`config.mk`:
```
export PLATFORM = sky130hd
export DESIGN_NAME = memory_port_arbiter
export DESIGN_NICKNAME = d
export VERILOG_FILES = /design/src/rtl/memory_port_arbiter.sv
export SDC_FILE = /design/constraint.sdc
export NUM_CORES = 1
export LEC_CHECK = 0
export CAP_MARGIN = 20
export CORE_MARGIN = 3
export CORE_UTILIZATION = 45
export DETAILED_ROUTE_END_ITERATION = 16
export GPL_TIMING_DRIVEN = 0
export HOLD_SLACK_MARGIN = 0.12
export PLACE_DENSITY = 0.79
export SYNTH_ARGS = -nofsm -noshare
export SYNTH_HDL_FRONTEND = slang
export SYNTH_SLANG_ARGS = --single-unit
```
`constraint.sdc`:
```
create_clock -name CLK -period 2.1 [get_ports CLK]
set_input_delay 0.315 -clock CLK [delete_from_list [all_inputs] [get_ports CLK]]
set_output_delay 0.315 -clock CLK [all_outputs]
set_load 0.02 [all_outputs]
```
`src/rtl/memory_port_arbiter.sv`:
```
// Arbitrates fetch and load/store requesters onto one memory handshake (MFA/MOC).
// Also performs alignment checks, applies a wait timeout, and zero-extends narrow loads.
module memory_port_arbiter #(
    parameter int unsigned TIMEOUT = 15
) (
    input  logic        CLK,
    input  logic        CLR,
    input  logic        if_req,
    input  logic [31:0] if_addr,
    output logic        if_done,
    output logic        if_err,
    output logic [31:0] if_rdata,
    input  logic        ls_req,
    input  logic        ls_rw,
    input  logic [1:0]  ls_size,
    input  logic [31:0] ls_addr,
    input  logic [31:0] ls_wdata,
    output logic        ls_done,
    output logic        ls_err,
    output logic [31:0] ls_rdata,
    output logic        MFA,
    output logic        mem_rw,
    output logic [1:0]  mem_size,
    output logic [31:0] mem_addr,
    output logic [31:0] mem_wdata,
    input  logic [31:0] mem_rdata,
    input  logic        MOC
);
    typedef enum logic [1:0] {IDLE, WAIT, DONE, ERR} state_t;

    state_t      state, state_nxt;
    logic [7:0]  wait_cnt;
    logic [1:0]  ls_streak;
    logic        owner_ls;
    logic [31:0] rdata_raw;

    logic        pulse_busy, if_act, ls_act, grant_any, pick_ls;
    logic        ls_bad, if_bad, grant_bad, timeout_hit;

    function automatic logic [31:0] load_extract(input logic [31:0] word,
                                                 input logic [1:0]  size,
                                                 input logic [1:0]  lsb);
        logic [31:0] r;
        case (size)
            2'b00:   r = {24'h0, word[{lsb, 3'b000} +: 8]};
            2'b01:   r = {16'h0, word[{lsb[1], 4'b0000} +: 16]};
            default: r = word;
        endcase
        return r;
    endfunction

    // While a done pulse is showing, its requester still holds req; granting
    // nothing in that cycle keeps the finished request from being served twice.
    assign pulse_busy  = if_done | ls_done;
    assign if_act      = if_req & ~pulse_busy;
    assign ls_act      = ls_req & ~pulse_busy;
    assign grant_any   = if_act | ls_act;
    assign pick_ls     = ls_act & (~if_act | (ls_streak != 2'd2));
    assign ls_bad      = (ls_size == 2'b11)
                       | ((ls_size == 2'b01) & ls_addr[0])
                       | ((ls_size == 2'b10) & (ls_addr[1:0] != 2'b00));
    assign if_bad      = (if_addr[1:0] != 2'b00);
    assign grant_bad   = pick_ls ? ls_bad : if_bad;
    assign timeout_hit = (wait_cnt == 8'(TIMEOUT - 1));

    always_ff @(posedge CLK or negedge CLR) begin
        if (!CLR) state <= IDLE;
        else      state <= state_nxt;
    end

    always_comb begin
        state_nxt = state;
        case (state)
            IDLE:      if (grant_any) state_nxt = grant_bad ? ERR : WAIT;
            WAIT:      if (MOC) state_nxt = DONE;
                       else if (timeout_hit) state_nxt = ERR;
            DONE, ERR: state_nxt = IDLE;
            default:   state_nxt = IDLE;
        endcase
    end

    always_ff @(posedge CLK or negedge CLR) begin
        if (!CLR) begin
            if_done   <= 1'b0;
            if_err    <= 1'b0;
            if_rdata  <= '0;
            ls_done   <= 1'b0;
            ls_err    <= 1'b0;
            ls_rdata  <= '0;
            MFA       <= 1'b0;
            mem_rw    <= 1'b0;
            mem_size  <= '0;
            mem_addr  <= '0;
            mem_wdata <= '0;
            wait_cnt  <= '0;
            ls_streak <= '0;
            owner_ls  <= 1'b0;
            rdata_raw <= '0;
        end else begin
            if_done <= 1'b0;
            if_err  <= 1'b0;
            ls_done <= 1'b0;
            ls_err  <= 1'b0;
            case (state)
                IDLE: begin
                    if (grant_any) begin
                        owner_ls  <= pick_ls;
                        MFA       <= ~grant_bad;
                        wait_cnt  <= '0;
                        mem_rw    <= pick_ls ? ls_rw    : 1'b1;
                        mem_size  <= pick_ls ? ls_size  : 2'b10;
                        mem_addr  <= pick_ls ? ls_addr  : if_addr;
                        mem_wdata <= pick_ls ? ls_wdata : 32'h0;
                    end
                    if (grant_any && !pick_ls)
                        ls_streak <= '0;
                    else if (grant_any && if_req)
                        ls_streak <= (ls_streak == 2'd2) ? 2'd2 : ls_streak + 2'd1;
                    else if (!if_req)
                        ls_streak <= '0;
                end
                WAIT: begin
                    wait_cnt <= wait_cnt + 8'd1;
                    if (MOC) begin
                        rdata_raw <= mem_rdata;
                        MFA       <= 1'b0;
                    end else if (timeout_hit) begin
                        MFA <= 1'b0;
                    end
                end
                DONE: begin
                    if (owner_ls) begin
                        ls_done  <= 1'b1;
                        ls_rdata <= mem_rw ? load_extract(rdata_raw, mem_size, mem_addr[1:0]) : '0;
                    end else begin
                        if_done  <= 1'b1;
                        if_rdata <= rdata_raw;
                    end
                end
                ERR: begin
                    if (owner_ls) begin
                        ls_done  <= 1'b1;
                        ls_err   <= 1'b1;
                        ls_rdata <= '0;
                    end else begin
                        if_done  <= 1'b1;
                        if_err   <= 1'b1;
                        if_rdata <= '0;
                    end
                end
                default: MFA <= 1'b0;
            endcase
        end
    end
endmodule

```
Yosys cells after proc, flatten, opt, wreduce, memory -nomap -nowiden

Cells that the tools add are included.
Widths: inputs -> output; s select.

Register bits after elaboration: 181
Input bits: 136

Add/sub/neg operators: 2
Equal/unequal tests: 17
Shift-type cells: 2
Multiplexer cells: 34
Bitwise operators: 13
Reductions and logical operators: 18

Operator list:

| kind                | number |
|---|---|
| $mux 32             | 7 |
| $pmux 32 s2         | 3 |
| $shiftx 32x6->16    | 1 |
| $shiftx 32x6->8     | 1 |
| $mux 2              | 9 |
| $pmux 8 s2          | 1 |
| $ne 2x2->1 const B  | 6 |
| $mux 1              | 11 |
| $eq 2x2->1 const B  | 5 |
| $reduce_and 2->1    | 5 |
| $reduce_and 3->1    | 3 |
| $add 8x1->8 const B | 1 |
| $eq 8x4->1 const B  | 1 |
| $mux 8              | 1 |
| $reduce_bool 2->1   | 4 |
| $eq 2x1->1 const B  | 3 |
| $pmux 2 s3          | 1 |
| $and 1x1->1         | 5 |
| $or 1x1->1          | 5 |
| $logic_not 2->1     | 2 |
| $ne 3x1->1 const B  | 1 |
| $ne 3x3->1 const B  | 1 |
| $not 1->1           | 3 |
| $add 2x1->2 const B | 1 |
| 4 further kinds     | 5 |

Longest topological paths before layout

Gate-level depths: netlist of the first run.

Depth in word-level cells: 10
Depth in mapped cells: 7

Worst setup path before layout of the first run

Ideal clock, no wire load.

Path kind: reg-to-reg
Start point: reg mem_size[0]
End point: reg ls_rdata[7]
Library setup time: 126 ps
Data arrival time: 1552 ps
Data required time: 1974 ps
Setup slack: 422 ps
Cell stages (with the launch flop): 6
Path buffers: 1
Clock period less this slack: 1678 ps
Cell sequence: dfrtp_1 nand2b_1 buf_2 a21o_1 a32o_1 a221o_1

Longest elaborated chain between the ends: 5
Elaborated cells on any way between the ends: 6
Those cells by class: 1 x eq/ne; 4 x mux; 1 x reduce/logical

Ends and longest elaborated chain:

| element                                       | line | RTL |
|---|---|---|
| start, declared                               | 23   | `output logic [1:0] mem_size,` |
| start signal, assigned                        | 111  | `mem_size <= pick_ls ? ls_size : 2'b10;` |
| $eq 2x1->1 or $logic_not 2->1 (tied branches) | 44   | `case (size)` |
| $pmux 32 s2 (*)                               | 44   |  |
| $mux 32 (*)                                   | 134  | `ls_rdata <= mem_rw ? load_extract(rdata_raw, mem_size, mem_addr[1:0]) : '0;` |
| $mux 32 (*)                                   | 132  | `if (owner_ls) begin` |
| $pmux 32 s2 (*)                               | 104  | `case (state)` |
| end signal, assigned                          | 134  |  |
| end, declared                                 | 20   | `output logic [31:0] ls_rdata,` |

Every way passes the cells marked *; elsewhere a longest branch is shown, timed or not. The select of a mux whose other input is x is not followed.
A chain may end at the register's enable or synchronous reset.

Final worst setup path of the first run

Start point: reg ls_done
End point: reg mem_wdata[22]

Longest elaborated chain between the ends: 7
Elaborated cells on any way between the ends: 10
Those cells by class: 1 x mux; 8 x bitwise; 1 x reduce/logical

Ends and longest elaborated chain:

| element                | line   | RTL |
|---|---|---|
| start, declared        | 18     | `output logic ls_done,` |
| start signal, assigned | 87     | `ls_done <= 1'b0;` |
| start signal, assigned | 102    | `ls_done <= 1'b0;` |
| start signal, assigned | 133    | `ls_done <= 1'b1;` |
| $or 1x1->1 (*)         | 54     | `assign pulse_busy = if_done \| ls_done;` |
| $not 1->1 (*)          | 55, 56 |  |
| $and 1x1->1            | 55     | `assign if_act = if_req & ~pulse_busy;` |
| $not 1->1              | 58     | `assign pick_ls = ls_act & (~if_act \| (ls_streak != 2'd2));` |
| $or 1x1->1             | 58     |  |
| $and 1x1->1            | 58     |  |
| $mux 32                | 113    | `mem_wdata <= pick_ls ? ls_wdata : 32'h0;` |
| end signal, assigned   | 113    |  |
| end, declared          | 25     | `output logic [31:0] mem_wdata,` |

Every way passes the cells marked *; elsewhere a longest branch is shown, timed or not.

==> qor.yml, run 1 <==
fp-row-count: 46
arrival_ps: 2290
worstPathMaxFanout: 10
antenna_found_initial: 0
synth_compound_area_frac: 0.158
die_w_um: 135
crit_buf_inv: 1
yosysWarnings: 0
ir_worst_vdd_mv: 0.754
layout.nets: 1064
area.growth.synth_to_final_pct: 48.6
end_kind: "flop"
start_kind: "flop"
cp.required_ps: 2470
async_flop_share: 1.00
num-fill-cells: 1178
reg2reg_slack_ps: 180
synth.distinct_cells: 43
slew_viol_final: 0
clkTransAtPathRegs_ps: 70
grt_max_degree: 125
routedWlPerCell_um: 18.8
routed_wl_mm: 21.7
dieArea_sq_um: 18200
cts_buffers: 17
maxCapViolCount: 0
finalCritPeriodShare: 0.915
placed_area_sq_um: 10500
crit_chain: "nor2_1 > nand3_2 > nor3_4 > buf_2 > a22o_1"
synth.avg_cell_area_sq_um: 11.8
coreArea_sq_um: 16100
worstRegToRegCells: 5
synth_xor_area_frac: 0
synth_top_family_by_area: "compound AO/OA/AOI/OAI gates"
synth_fa_ha_area_frac: 0.00670
power.total_mw: 17.4
via_per_inst: 5.36
grt_pass1_vias: 6165
post_cts.repair.setup_buffers: 0
synth_edf_count: 0
dp_hpwl_mm: 16.2
place_ws_ps: -143
track_usage: 0.240
synthMuxAreaShare: 0.107
slew_headroom: 0.560
cts_max_level: 4
synth_seq_cells: 181
diodes: 0
fmax_mhz: 520
drt_iter0_drc: 383
synth_simple_gate_area_frac: 0.0849
root_buffer: "clkbuf_16"
ios: 272
netlist_area_sq_um: 7470
slowest_delay_ps: 430
drcViolationCount: 0
p_per_area_nw_per_um2: 1570
gp_congestion: 0.844
tns_ps: 0
start_util: 0.465
final-hold-violation-count: 0
period_minus_slack_ps: 1920
cp_top_family: "simple AND/OR/NAND/NOR gates"
max_slew.worst_pin.slew_ps: 659
timing.rr.start: "ls_done"
clock_path_buffers: 2
fp.dieH_um: 135
rsz0062_at_grt: "no"
dp_cells: 1120
cts_tree: "built"
yosysSeqAreaShare: 0.606
criticalPathCategory: "reg -> reg"
status: "complete, no violations"
cpMaxStageDelayCell: "nor3_4"
overflow: 0
cts.sinks: 181
startpoint: "ls_done"
hp-class: "in -> async"
vias: 6179
postLayoutCoreUtil: 0.691
syn-instance-count: 632
ant_nets: 0
setup_viol: 0
layout_setup_ws_ps: 178
final_area_sq_um: 11100
holdWs_ps: 399
p_leak_nw: 5.01
drive_gt1_frac: 0.0790
post_cts_resized: 0
ys.flop_type: "dfrtp_1"
grt_first_pass_wirelength_mm: 33.6
reg2reg_to: "mem_wdata[22]"
io_buffers: 271
first_pass_iters: 5
fin_skew_ps: 7.04
clock_latency_ps: 430
synthesis.nets: 772
final_cells: 1153
==> worst max-delay path by stage <==
stage | cells after the start | end
final | 5 | mem_wdata[22]
after global routing | 7 | mem_wdata[27]
after CTS | 7 | mem_wdata[22]
after detailed placement | 6 | mem_wdata[22]
after global placement | 1 | mem_wdata[21]
after floorplan | 5 | ls_rdata[7]
==> registers in the layout, indices dropped and copies added, names as in the netlist <==
signal and count:
state 2, MFA 1, mem_size 2, mem_addr 32, mem_wdata 32, if_rdata 32
mem_rw 1, ls_done 1, ls_streak 2, rdata_raw 32, ls_err 1, wait_cnt 8
if_done 1, if_err 1, owner_ls 1, ls_rdata 32
==> metal layers <==
metal	wire [um]	vias up	global-route usage
li1	-	2857	-
met1	8790	3011	0.298
met2	10600	287	0.405
met3	1940	24	0.0768
met4	346	0	0.0696
met5	0	-	0
==> report_power, final <==
| group | switching [mW] | leakage [nW] | total, mW | internal, mW |
|---|---|---|---|---|
| sequential | 1.20 | 2.30 | 6.18 | 4.98 |
| combinational | 4.24 | 2.41 | 7.96 | 3.72 |
| clock | 1.36 | 0.299 | 3.25 | 1.89 |
| total | 6.81 | 5.01 | 17.4 | 10.6 |
==> kinds of logic after synthesis <==
kind of cell / count (synthesis)
compound gates: 170
fa+ha+maj: 4
buf+inv: 57
flops: 181
mux: 75
simple gates: 145
==> layout by cell type (no fill, tap or decap), types with 4 or more instances in the layout <==
cell type	synthesis	layout
clkbuf_16	0	17
a22o_1	51	51
a22oi_1	7	7
nand2_1	110	110
a222oi_1	8	8
nor3_1	4	4
mux2_1	30	30
dfrtp_1	181	181
clkbuf_1	19	20
nor2_1	10	10
mux2_2	9	9
a21oi_1	6	6
buf_6	6	6
o21ai_0	76	76
mux2i_1	36	36
a32oi_1	7	7
ha_1	4	4
inv_1	15	15
clkinv_4	0	5
buf_2	15	15
nand2b_1	4	4
clkdlybuf4s50_1	0	270
==> synth_stat cells (all sizes together) (2+ instances only) <==
cell type,n,area (sq um)
nand2,110,413
nor3,5,36.3
and3,2,12.5
nor2,11,48.8
o21ai,77,389
a222oi,8,80.1
mux2,39,439
mux2i,36,360
a31oi,3,18.8
nand2b,4,25.0
ha,4,50.1
inv,16,60.1
a221o,3,30.0
clkbuf,19,71.3
a22oi,7,52.6
nand3,4,25.0
dfrtp,181,4530
a22o,51,447
a31o,2,17.5
buf,22,150
a32oi,7,61.3
a21oi,6,30.0
nand4,3,18.8
==> area by class of cell <==
class                           count  area (sq um)  area share
Sequential cell                   181          4530       0.408
Timing Repair Buffer              273          2760       0.248
Multi-Input combinational cell    394          2660       0.240
Clock buffer                       18           429      0.0387
Tap cell                          216           270      0.0243
Buffer                             41           221      0.0199
Clock inverter                     14           175      0.0158
Inverter                           16          60.1     0.00541
==> worst register-to-register path, stage by stage (launching register included) <==
cell	delay, ps
dfrtp_1	400
nor2_1	260
nand3_2	290
nor3_4	430
buf_2	320
a22o_1	170
==> timing repair <==
item / in CTS / in global routing
hold buffers: 1 / 0
endpoints found under the setup margin: 0 / 0
endpoints found under the hold margin: 57 / 0
No activity file was read; power rests on OpenSTA's default activity.
==> run 2: changes to the inputs <==
--- a/config.mk
+++ b/config.mk
@@ -11,7 +11,9 @@
 export DETAILED_ROUTE_END_ITERATION = 16
 export GPL_TIMING_DRIVEN = 0
 export HOLD_SLACK_MARGIN = 0.12
+export MAX_ROUTING_LAYER = met4
 export PLACE_DENSITY = 0.79
+export RECOVER_POWER = 25
 export SYNTH_ARGS = -nofsm -noshare
 export SYNTH_HDL_FRONTEND = slang
 export SYNTH_SLANG_ARGS = --single-unit
==> qor.yml, run 2 (synthesis gave the netlist of run 1 again) <==
cts_max_level: 4
p_per_area_nw_per_um2: 1570
cts_tree: "built"
grt_pass1_vias: 6177
dp_hpwl_mm: 16.2
slew_headroom: 0.561
clock_path_buffers: 2
ir_worst_vdd_mv: 0.747
worstPathMaxFanout: 10
clkTransAtPathRegs_ps: 70
status: "complete, no violations"
first_pass_iters: 5
rsz0062_at_grt: "no"
final-hold-violation-count: 0
root_buffer: "clkbuf_16"
fmax_mhz: 519
drcViolationCount: 0
mostFrequentLayoutCell: "clkdlybuf4s50_1"
slew_viol_final: 0
power.total_mw: 17.4
start_util: 0.465
grt_max_degree: 125
reg2reg_slack_ps: 170
vias: 6213
fp-row-count: 46
dieArea_sq_um: 18200
coreArea_sq_um: 16100
ant_nets: 0
setup_viol: 0
post_cts_resized: 0
worstRegToRegCells: 5
antenna_found_initial: 0
via_per_inst: 5.39
cts_hold_buffers: 1
overflow: 0
post_cts.repair.setup_buffers: 0
startpoint: "ls_done"
end_kind: "flop"
dp_cells: 1120
track_usage: 0.248
clock_latency_ps: 430
hp-class: "in -> async"
drive_gt1_frac: 0.0790
cp.required_ps: 2470
postLayoutCoreUtil: 0.691
area.growth.synth_to_final_pct: 48.6
fp.dieH_um: 135
io_buffers: 271
grt_first_pass_wirelength_mm: 33.6
timing.rr.start: "ls_done"
max_slew.worst_pin.slew_ps: 658
fin_skew_ps: 8.35
routed_wl_mm: 21.7
arrival_ps: 2290
period_minus_slack_ps: 1930
layout.nets: 1064
maxCapViolCount: 0
p_leak_nw: 5.01
place_ws_ps: -143
criticalPathCategory: "reg -> reg"
diodes: 0
cts.sinks: 181
ios: 272
num-fill-cells: 1178
drt_iter0_drc: 472
layout_common_cells: "270 x clkdlybuf4s50_1, 181 x dfrtp_1, 110 x nand2_1"
cts_buffers: 17
die_w_um: 135
routedWlPerCell_um: 18.8
layout_setup_ws_ps: 173
reg2reg_to: "mem_wdata[22]"
finalCritPeriodShare: 0.918
holdWs_ps: 398
final_cells: 1153
start_kind: "flop"
gp_congestion: 0.857
[run 2: cell counts in the layout (fill, tap and decap cells not counted)]
Identical to the previous run, type by type.
[run 2: layer usage]
layer | wire length, um | track usage | part of all wire
met1 | 8940 | 0.306 | 0.41
met2 | 10700 | 0.406 | 0.49
met3 | 1750 | 0.0659 | 0.081
met4 | 348 | 0.0696 | 0.016
met5 | 0 | - | 0
[run 2: final cells by class]
cell class / instances / area [sq um] / area share
flip-flops and latches: 181 / 4530 / 0.408
repair buffers: 273 / 2760 / 0.248
multi-input cells: 394 / 2660 / 0.240
clock buffers: 18 / 429 / 0.0387
well taps: 216 / 270 / 0.0243
plain buffers: 41 / 221 / 0.0199
clock inverters: 14 / 175 / 0.0158
inverters: 16 / 60.1 / 0.00541
[run 2: through the flow]
| stage | cell area, sq um | TNS (ps) |
|---|---|---|
| final | 11100 | 0 |
| after global placement | 10500 | -1200520 |
| after global routing | 11100 | 0 |
| after floorplan | 7470 | 0 |
| after detailed placement | 10500 | -3400 |
| after CTS | 11100 | 0 |
[run 2: worst max-delay path: stages (launching register included)]
cell	delay [ps]
dfrtp_1	400
nor2_1	250
nand3_2	290
nor3_4	430
buf_2	320
a22o_1	160
[run 2: worst max-delay path by stage]
stage / to / slack [ps] / cells past startpoint
floorplan: ls_rdata[7] / 420 / 5
global placement: mem_wdata[21] / -6630 / 1
detailed placement: mem_wdata[22] / -140 / 6
CTS: mem_wdata[22] / 140 / 7
global route: mem_wdata[27] / 10 / 7
finish: mem_wdata[22] / 170 / 5
[run 2: power by group]
part           switching (mW)  internal (mW)
clock                    1.37           1.89
sequential               1.20           4.98
combinational            4.24           3.72
==> RTL change 1: new RTL, settings of run 1 <==
Encoding of `state_t`: now Gray code (2 bits for 4 states).
--- a/src/rtl/memory_port_arbiter.sv
+++ b/src/rtl/memory_port_arbiter.sv
@@ -26,7 +26,7 @@
     input  logic [31:0] mem_rdata,
     input  logic        MOC
 );
-    typedef enum logic [1:0] {IDLE, WAIT, DONE, ERR} state_t;
+    typedef enum logic [1:0] {IDLE = 2'b00, WAIT = 2'b01, DONE = 2'b11, ERR = 2'b10} state_t;
 
     state_t      state, state_nxt;
     logic [7:0]  wait_cnt;
Check against the original RTL: no difference found for any inputs over 4 cycles, from zero or initial values; so few cycles prove little.
==> RTL change 1 against run 1 <==
- non-clock buffer count is 4 higher
- routed wire length up 0.80%
- die area decreased by 1.1%
- maximum frequency is 0.56% lower
- worst setup slack lost 0.011 ns
- sequential cell count stayed put
- synthesized area decreased by 1.1%
- total power decreased by 1.1%
- clock power decreased by 4%
- final area fell by 0.81%
- critical path type unchanged
- largest cell class unchanged
==> RTL change 1: results (changes against run 1) <==
clockNetworkAreaShare: 0.05238  # -0.002054
grt_pass1_vias: 6322  # +2.5%
leakage_nw: 4.742  # -5.3%
switching_share: 0.3908  # -0.0005234
dp_hpwl_mm: 16.24  # about the same
fill_cells: 1264  # +7.3%
async_reset_ff_frac: 1.000  # unchanged
synth_area_leaders: "dfrtp_1 61%, nand2_1 7.7%, mux2_2 5.9%"
grt_start_max_net_pins: 113  # -9.6%
wl_met2_mm: 10.79  # +1.5%
cts_resized: 1  # +1
crit_fanout: 7  # -3
combPwrFrac: 0.460  # +0.002
postSynthCellCount: 678  # +7.3%
wl_met3_mm: 1.750  # -9.7%
multi_input_area_share: 0.2396  # about the same
met1_usage: 0.3164  # +0.01807
drt-met1-wl_mm: 8.932  # +1.7%
ys_seq_area_frac: 0.6130  # +0.006878
synth_cell_types: 41  # -4.7%
via_per_inst: 5.339  # -0.37%
drive_above_1_share: 0.09257  # +0.01360
grt_first_pass_wirelength_mm: 34.22  # +1.7%
yosysWarnings: 0  # unchanged
grt_use_total: 0.2453  # +0.005067
status: "finished, final reports clean"
buffers: 318  # +1.3%
synth_top_area_frac: 0.6130  # +0.006878
n_sequential_cell: 181  # unchanged
synth.cells.most_frequent: "181 x dfrtp_1, 151 x nand2_1, 58 x o21ai_0"
buffer_area_frac: 0.2687  # +0.0006031
clock_buffers: 22  # +4
worst_path_largest_cell_delay_ns: 0.60  # +0.17 ns
crit_path_top_delay_cell: "or4b_2"
worst_pin_slew_ns: 0.6626  # +0.003333 ns
setup_tns_ns: 0  # unchanged
syn_nets: 818  # +6.0%
fin_nets: 1110  # +4.3%
grtUsageMet3: 0.07914  # +0.002394
routed_wl_mm: 21.88  # +0.80%
clk-power_w: 0.00313  # -4%
seq_area_mm2: 0.004529  # unchanged
multi_input_cells: 442  # +12%
drt_iter0_markers: 452  # +18%
routabilityCongestion: 0.9196  # +9.0%
skew_ns: 0.008956  # +0.001920 ns
p_sw_w: 0.006720  # -1.3%
vdd_drop_max_uv: 701.2  # -7.0%
nNonClkInverters: 10  # -6
vias: 6402  # +3.6%
met2_usage: 0.4017  # -0.003485
-- RTL change 1: cell count changes after synthesis, moves of 7 or more --
cell      change
mux2_2       +30
mux2i_1      -34
a32oi_1       -7
a31oi_1      +28
nor2_1       +35
nand2_1      +41
o21ai_0      -18
mux2_1       -30
clkbuf_1      +9
-- RTL change 1: per-stage QoR --
step           hold WS [ns]  setup slack [ns]  area, µm²
5_1_grt              0.4308           0.01990      11010
6_report             0.4305            0.1673      11010
2_1_floorplan       0.01941            0.3037       7388
3_5_place_dp         0.3086          -0.04690      10400
4_1_cts              0.4240           0.02473      10990
3_3_place_gp         0.4622            -6.775      10370
-- RTL change 1: critical path: cells and delay by family (launching register included) --
kind / cells / cell delay [ns]
simple gates: 1 / 0.60
fa+ha+maj: 1 / 0.14
compound gates: 3 / 0.53
buf+inv: 1 / 0.09
flops: 1 / 0.45
-- RTL change 1: worst paths after layout --
check                                   from      endpoint  slack (ns)  depth (start not counted)
worst max register to register   wait_cnt[0]           MFA        0.17                          6
worst max-delay path             wait_cnt[0]           MFA        0.17                          6
min in group CLK                 ls_addr[22]  mem_addr[22]        0.45                          3
worst min-delay path                     CLR  if_rdata[22]        0.43                          2
worst min register to register  if_rdata[14]  if_rdata[14]        0.48                          2
max in group asynchronous                CLR  mem_addr[19]        0.78                          3
-- RTL change 1: cells by family (layout without fill, tap and decap cells) --
family | Yosys count | after routing | share of synthesized area
multiplexers | 41 | 41 | 0.06215
AND/OR/NAND/NOR | 219 | 219 | 0.1204
AO/OA/AOI/OAI | 178 | 178 | 0.1661
adder cells (fa/ha/maj) | 4 | 4 | 0.006774
buffers and inverters | 55 | 360 | 0.03150
flip-flops | 181 | 181 | 0.6130
==> RTL change 2: new RTL, config.mk and constraints of run 1 <==
Without the edit above. Set the parameter `TIMEOUT` to 11 (it was 15).
--- a/src/rtl/memory_port_arbiter.sv
+++ b/src/rtl/memory_port_arbiter.sv
@@ -1,7 +1,7 @@
 // Arbitrates fetch and load/store requesters onto one memory handshake (MFA/MOC).
 // Also performs alignment checks, applies a wait timeout, and zero-extends narrow loads.
 module memory_port_arbiter #(
-    parameter int unsigned TIMEOUT = 15
+    parameter int unsigned TIMEOUT = 11
 ) (
     input  logic        CLK,
     input  logic        CLR,
Formal check against the unedited RTL: same outputs for any inputs over 4 cycles, from zero or initial values; that may be too few to reach the edited logic, so the function may still have changed.
==> RTL change 2 against run 1 <==
- core utilization fell by 0.078 points
- sequential share of layout area barely moved
- global-route usage rose by 0.36 points
- synthesized area rose by 0.20%
- total power barely moved
- final area fell by 0.11%
- worst setup slack got worse by 0.034 ns
- via count fell by 1.1%
- sequential cell count did not move
- routed wire length rose by 1.4%
- clock skew rose by 0.0019 ns
- maximum frequency fell by 1.7%
- die area rose by 0.19%
- critical endpoint is now if_rdata[11]
==> RTL change 2: results (changes against run 1) <==
r2r_slack_ns: 0.14  # -0.03 ns
synth_cell_types: 49  # +14%
period_needed_ns: 1.955  # +0.03351 ns
clock_power_share: 0.180  # -0.007
grt_pass1_vias: 6260  # +1.5%
whs_ns: 0.4395  # +0.04067 ns
intPower_w: 0.01055  # -0.31%
syn_area_per_cell_um2: 11.87  # +0.36%
clk_latency_ns: 0.43  # about the same
fin_nets: 1063  # -0.094%
rr_worst_depth: 5  # unchanged
synth_fa_ha_area_frac: 0.006684  # -0.00001343
crit_path_top_delay_cell: "clkbuf_1"
dp_slack_ns: -0.03663  # +0.1059 ns
grt_start_max_net_pins: 114  # -8.8%
synth_mux_area_frac: 0.09893  # -0.008069
grt_use_total: 0.2438  # +0.003562
grt_first_pass_wirelength_mm: 34.23  # +1.8%
fill_cells: 1229  # +4.3%
p_sw_w: 0.006821  # +0.23%
status: "finished, final reports clean"
endpoint: "if_rdata[11]"
drive_above_1_share: 0.1004  # +0.02145
firstDrtPassIters: 5  # unchanged
place_area_mm2: 0.01050  # +0.14%
crit_fanout: 10  # unchanged
critical_path.top_delay_family: "buffers and inverters"
drt_iter0_markers: 389  # +1.6%
routabilityCongestion: 0.8044  # -4.7%
skew_ns: 0.008887  # +0.001851 ns
synth_compound_area_frac: 0.1546  # -0.002990
stdcell_count: 1152  # -0.087%
syn_nets: 771  # -0.13%
comb-power_w: 0.00803  # +0.9%
crit_start: "state[1]"
maxSlewHeadroom: 0.4700  # -0.09052
worst_path_largest_cell_delay_ns: 0.50  # +0.07 ns
synth_area_leaders: "dfrtp_1 60%, a22o_1 6.0%, nand2_1 5.4%"
synth.cells.most_frequent: "181 x dfrtp_1, 107 x nand2_1, 70 x o21ai_0"
wl_per_cell_um: 19.10  # +1.5%
vias: 6111  # -1.1%
leakage_nw: 4.947  # -1.2%
cp.arrival_ns: 2.23  # -0.06 ns
vdd_drop_max_uv: 740.1  # -1.8%
synth_xor_xnor_area_share: 0.003509  # +0.003509
dp_hpwl_mm: 16.50  # +1.7%
[RTL change 2: cell types whose count changed in the layout (fill, tap and decap cells not counted), sizes merged, moves of 5 or more]
cell,run 1,this run
and2,1,10
a222oi,8,0
a221o,3,10
a32oi,7,0
mux2,39,32
o221ai,0,6
buf,24,29
clkinv,8,3
o21ai,77,72
[RTL change 2: final cells by class]
type,count,area [µm²],area share
inverter,12,45.04,0.004062
timing repair buffer,273,2755,0.2484
multi-input combinational,398,2691,0.2427
buffer,40,221.5,0.01997
clock inverter,12,120.1,0.01083
sequential,181,4529,0.4084
clock buffer,20,456.7,0.04118
tap,216,270.3,0.02437
[RTL change 2: routing by layer]
layer  part of all wire  GRT usage
met5                  0          0
met4              0.018    0.08063
met3              0.081    0.06520
met2               0.49     0.4111
met1               0.41     0.3074
[RTL change 2: logic make-up (layout without fill, tap and decap cells)]
kind of cell	Yosys count	in the layout
buf+inv	52	357
mux	70	70
fa+ha+maj	4	4
xor+xnor	3	3
simple gates	155	155
compound gates	166	166
flops	181	181
